--- src/rtl/enc_pkg.sv ---
// Shared definitions for the encoder family: default sizes, FSM states and
// the one-hot to binary helper.
package enc_pkg;

    localparam int unsigned N_DEF      = 8;
    localparam int unsigned CODE_W_DEF = 3;

    typedef enum logic {
        IDLE = 1'b0,
        HOLD = 1'b1
    } state_t;

    // Binary index of a one-hot word; a zero word yields 0.
    function automatic int unsigned onehot2bin(input logic [31:0] oh);
        int unsigned b;
        b = 0;
        for (int unsigned i = 0; i < 32; i++) begin
            if (oh[i]) b = b | i;
        end
        return b;
    endfunction

endpackage

--- src/rtl/req_rr_encoder_rr_pick.sv ---
// Round-robin pick: first set bit of pending searched upward from ptr, with wrap.
module rr_pick
    import enc_pkg::*;
#(
    parameter  int unsigned N      = N_DEF,
    localparam int unsigned CODE_W = $clog2(N)
) (
    input  logic [N-1:0]      pending,
    input  logic [CODE_W-1:0] ptr,
    output logic              any,
    output logic [CODE_W-1:0] idx,
    output logic [N-1:0]      onehot
);

    logic [N-1:0] rot;
    logic [N-1:0] first;

    // Rotate so ptr sits at bit 0, isolate the lowest set bit, rotate the index back.
    always_comb begin
        for (int unsigned i = 0; i < N; i++) begin
            rot[i] = pending[CODE_W'(i) + ptr];
        end
        first  = rot & (~rot + N'(1));
        any    = |pending;
        idx    = CODE_W'(onehot2bin(32'(first))) + ptr;
        onehot = N'(1) << idx;
    end

endmodule

--- src/rtl/req_rr_encoder.sv ---
// Captures request lines into a sticky pending register and serves them one
// at a time, round-robin, as binary codes on a valid/ready interface.
module req_rr_encoder
    import enc_pkg::*;
#(
    parameter  int unsigned N      = N_DEF,
    localparam int unsigned CODE_W = $clog2(N)
) (
    input  logic              clk,
    input  logic              rst,
    input  logic              en,
    input  logic [N-1:0]      req,
    input  logic              ready_i,
    output logic [CODE_W-1:0] code_o,
    output logic              valid_o,
    output logic [N-1:0]      pending_o
);

    state_t            state, state_n;
    logic [CODE_W-1:0] ptr, ptr_n;
    logic [CODE_W-1:0] code_n;
    logic              valid_n;
    logic [N-1:0]      pending, pending_n;
    logic [N-1:0]      load_mask;
    logic              load;
    logic              pick_any;
    logic [CODE_W-1:0] pick_idx;
    logic [N-1:0]      pick_onehot;

    rr_pick #(.N(N)) u_pick (
        .pending (pending),
        .ptr     (ptr),
        .any     (pick_any),
        .idx     (pick_idx),
        .onehot  (pick_onehot)
    );

    // Next-state and grant logic; the pick always uses the current ptr.
    always_comb begin
        state_n = state;
        ptr_n   = ptr;
        code_n  = code_o;
        valid_n = valid_o;
        load    = 1'b0;
        case (state)
            IDLE: begin
                if (pick_any) begin
                    load    = 1'b1;
                    code_n  = pick_idx;
                    valid_n = 1'b1;
                    state_n = HOLD;
                end
            end
            HOLD: begin
                if (ready_i) begin
                    ptr_n = code_o + CODE_W'(1);
                    if (pick_any) begin
                        load   = 1'b1;
                        code_n = pick_idx;
                    end else begin
                        valid_n = 1'b0;
                        state_n = IDLE;
                    end
                end
            end
            default: state_n = IDLE;
        endcase
        load_mask = load ? pick_onehot : '0;
        // Capture is applied after the clear so a same-cycle request re-arms its bit.
        pending_n = (pending & ~load_mask) | (en ? req : '0);
    end

    always_ff @(posedge clk or posedge rst) begin
        if (rst) begin
            state   <= IDLE;
            ptr     <= '0;
            code_o  <= '0;
            valid_o <= 1'b0;
            pending <= '0;
        end else begin
            state   <= state_n;
            ptr     <= ptr_n;
            code_o  <= code_n;
            valid_o <= valid_n;
            pending <= pending_n;
        end
    end

    assign pending_o = pending;

endmodule

--- config.mk ---
export PLATFORM = sky130hd
export DESIGN_NAME = req_rr_encoder
export DESIGN_NICKNAME = d
export VERILOG_FILES = /design/src/rtl/enc_pkg.sv /design/src/rtl/req_rr_encoder_rr_pick.sv /design/src/rtl/req_rr_encoder.sv
export SDC_FILE = /design/constraint.sdc
export NUM_CORES = 1
export LEC_CHECK = 0
export CAP_MARGIN = 5
export CELL_PAD_IN_SITES_DETAIL_PLACEMENT = 1
export CELL_PAD_IN_SITES_GLOBAL_PLACEMENT = 2
export CORE_MARGIN = 2
export CORE_UTILIZATION = 39
export CTS_CLUSTER_DIAMETER = 30
export DETAILED_ROUTE_END_ITERATION = 10
export DONT_BUFFER_PORTS = 1
export PLACE_DENSITY = 0.87
export SYNTH_ARGS = -nofsm -noshare
export SYNTH_HDL_FRONTEND = slang
export SYNTH_SLANG_ARGS = --single-unit
--- constraint.sdc ---
create_clock -name clk -period 4.9 [get_ports clk]
set_input_delay 0.98 -clock clk [delete_from_list [all_inputs] [get_ports clk]]
set_output_delay 0.98 -clock clk [all_outputs]
set_load 0.01 [all_outputs]
==> metrics <==
Post-route DRC 0; Fin Clk Skew 0.003883 ns; area share of the largest cell type after synthesis 24.06%; combinational group share of total power 66.5%; fin crit share 91.30%; top-count cell post-synth nand2_1; Wirelength per Cell 20.69 microns; detailed-router iteration count before antenna repair 4; maximum vdd ir drop 0.0003284 V; final hold vios 0; Core Region 4058 sq um; Post-synth top cells nand2_1, mux2i_1, nor2_1; ant diodes 0; largest net degree at the start of global routing 19; Final Setup Violations 0; post-cts sizing count 0; Primary FF master, synth dfrtp_1; Slew Limit Fails 0; crit path launch type register; min Tclk post-route 4.474 ns; CTS tree built; gr ovfl total 0; slowest stage cell, crit path fa_1; post-DP HPWL 3584 microns; port buffer count 0; DR vias/cell 6.498; die height 69.32 microns; Die ar. 4805 sq um; vias 1,488; Mapped Avg Cell Area 8.995 sq um; IO Count 24; Cell Pwr Density 712.9 nW/um^2; power share of the clock group 8.2%; hold_buf cts 0; Final nets 198; CP bufs+invs 2; family with the most delay on the worst path adder cells; Sink Count 16; LEAKAGE 0.6678 nW; clk buf depth 2; Routed Antenna Nets 0; Die X 69.32 microns; sw frac 51.62%; Synthesis Warnings 0; Max-cap violations 0; crit-path cells inv_1 -> ha_4 -> mux4_2 -> mux2_2 -> nor3_2 -> o221ai_1 -> o211ai_1 -> o21a_1 -> ha_1 -> inv_1 -> fa_1 -> nand4_1 -> or3_1 -> o22ai_1 -> nor3_2; Fill cells 466; Worst Path Required 5.05 ns; status complete, no violations; vias in the first global route 1,583; H-tree depth 1; Area contributors post-synth dfrtp_1, mux2i_1, mux4_2; Synth Net Count 202; crit path DAT 4.62 ns; crit path max fanout 11; Seq/Total Area, Yosys 24.06%; routability cong. 0.8118; Internal Power 0.6011 mW; gr usage total 20.91%; Total Routed Length 4738 microns; cells after synthesis 185; global-route wire length before repair 8148 microns; RSZ-0062 raised after global routing false; WS Path Type reg -> reg; share of layout cells above drive strength 1 18.44%; CP peak stage delay 0.60 ns; Hold Path Class reg -> reg; CTS Buf Count 3; Slew headroom 47.70%; Non-Filler Instances 229; setup TNS 0 ns; Clock Latency Late Sink 0.26 ns; Sequential Power Share 25.2%; CTS root buf clkbuf_8; Iter 0 DRT Violations 93; Rows 23; starting density of the core 41.01%; post-synthesis cell type count 45; ys async rst share 100.0%; EDFF count, synth 0; initial antenna violation count 0; Worst-path clk slew 0.06 ns; max frequency 0.2235 GHz; Syn-to-layout area delta 4.737%; Mapped Area 1664 sq um; Placed Instances 226; total power 1.243 mW; Yosys reg bits 16; CP endpoint kind register; slew at the pin with the worst max-slew slack 0.7845 ns; Synth area leader dfrtp_1; switching power of the nets 0.6414 mW; post-CTS setup buffers 0
per-layer routing:
layer / part of all wire (%) / global-route usage (%)
met1: 41 / 25.93
met2: 52 / 36.54
met3: 4.3 / 2.471
met4: 2.1 / 8.715
met5: 0 / 0
final timing paths:
| path | from | to | slack, ns | cells past startpoint |
|---|---|---|---|---|
| hold / removal | state | valid_o | 0.50 | 1 |
| setup / recovery | ptr[1] | pending_o[1] | 0.43 | 15 |
| max in group asynchronous | rst | ptr[0] | 3.81 | 1 |
| hold reg to reg | state | valid_o | 0.50 | 1 |
| setup reg to reg | ptr[1] | pending_o[1] | 0.43 | 15 |
| min in group asynchronous | rst | pending_o[1] | 0.69 | 1 |
logic make-up after synthesis:
kind of cell    count (synthesis)  synth area share, %
simple gates                   80                27.44
xor+xnor                        5                2.631
compound gates                 33                14.06
mux                            28                22.41
buf+inv                        18                5.187
flops                          16                24.06
fa+ha+maj                       5                4.211
per-stage QoR:
step | cell area [sq um] | util [%] | worst slack, ns | hold WS [ns]
after floorplan | 1664 | - | 0.7570 | 0.4399
after global placement | 1678 | 41.35 | 0.3718 | 0.4620
after detailed placement | 1678 | 41.35 | 0.2002 | 0.4815
after CTS | 1719 | 42.37 | 0.1901 | 0.4934
after global routing | 1743 | 42.95 | 0.1057 | 0.5340
final | 1743 | 42.95 | 0.4262 | 0.4977
power groups by stage:
stage                     sequential (mW)  clock [mW]  combinational (mW)
after floorplan                     0.251           0               0.676
after global placement              0.308           0               0.748
after detailed placement            0.317           0               0.788
after CTS                           0.315       0.103               0.793
after global routing                0.323       0.111               0.906
final                               0.314       0.102               0.827
flip-flops by register name (all words and copies together) (netlist names):
register and cells:
state 1, valid_o 1, code_o 3, ptr 3, pending_o 8
layout make-up:
type,instances,area (sq um),share of cell area [%]
inverter,8,30.03,1.723
timing repair buffer,1,7.507,0.4307
clock buffer,3,41.29,2.369
multi-input combinational,151,1201,68.92
sequential,16,400.4,22.97
tap,50,62.56,3.589
placed cells by master (no fill, tap or decap), drive strengths merged, types with 4 or more instances in the layout:
master  netlist  final
a21oi        14     14
and4          4      4
dfrtp        16     16
ha            4      4
inv           8      8
mux2          4      4
mux2i        17     17
mux4          7      7
nand2        18     18
nand3        10     10
nand4         5      5
nor2         18     18
nor3          8      8
nor4          5      5
o21ai         4      4
o221ai        4      4
xor2          4      4
Note: power is estimated with default switching activity, not from simulation.
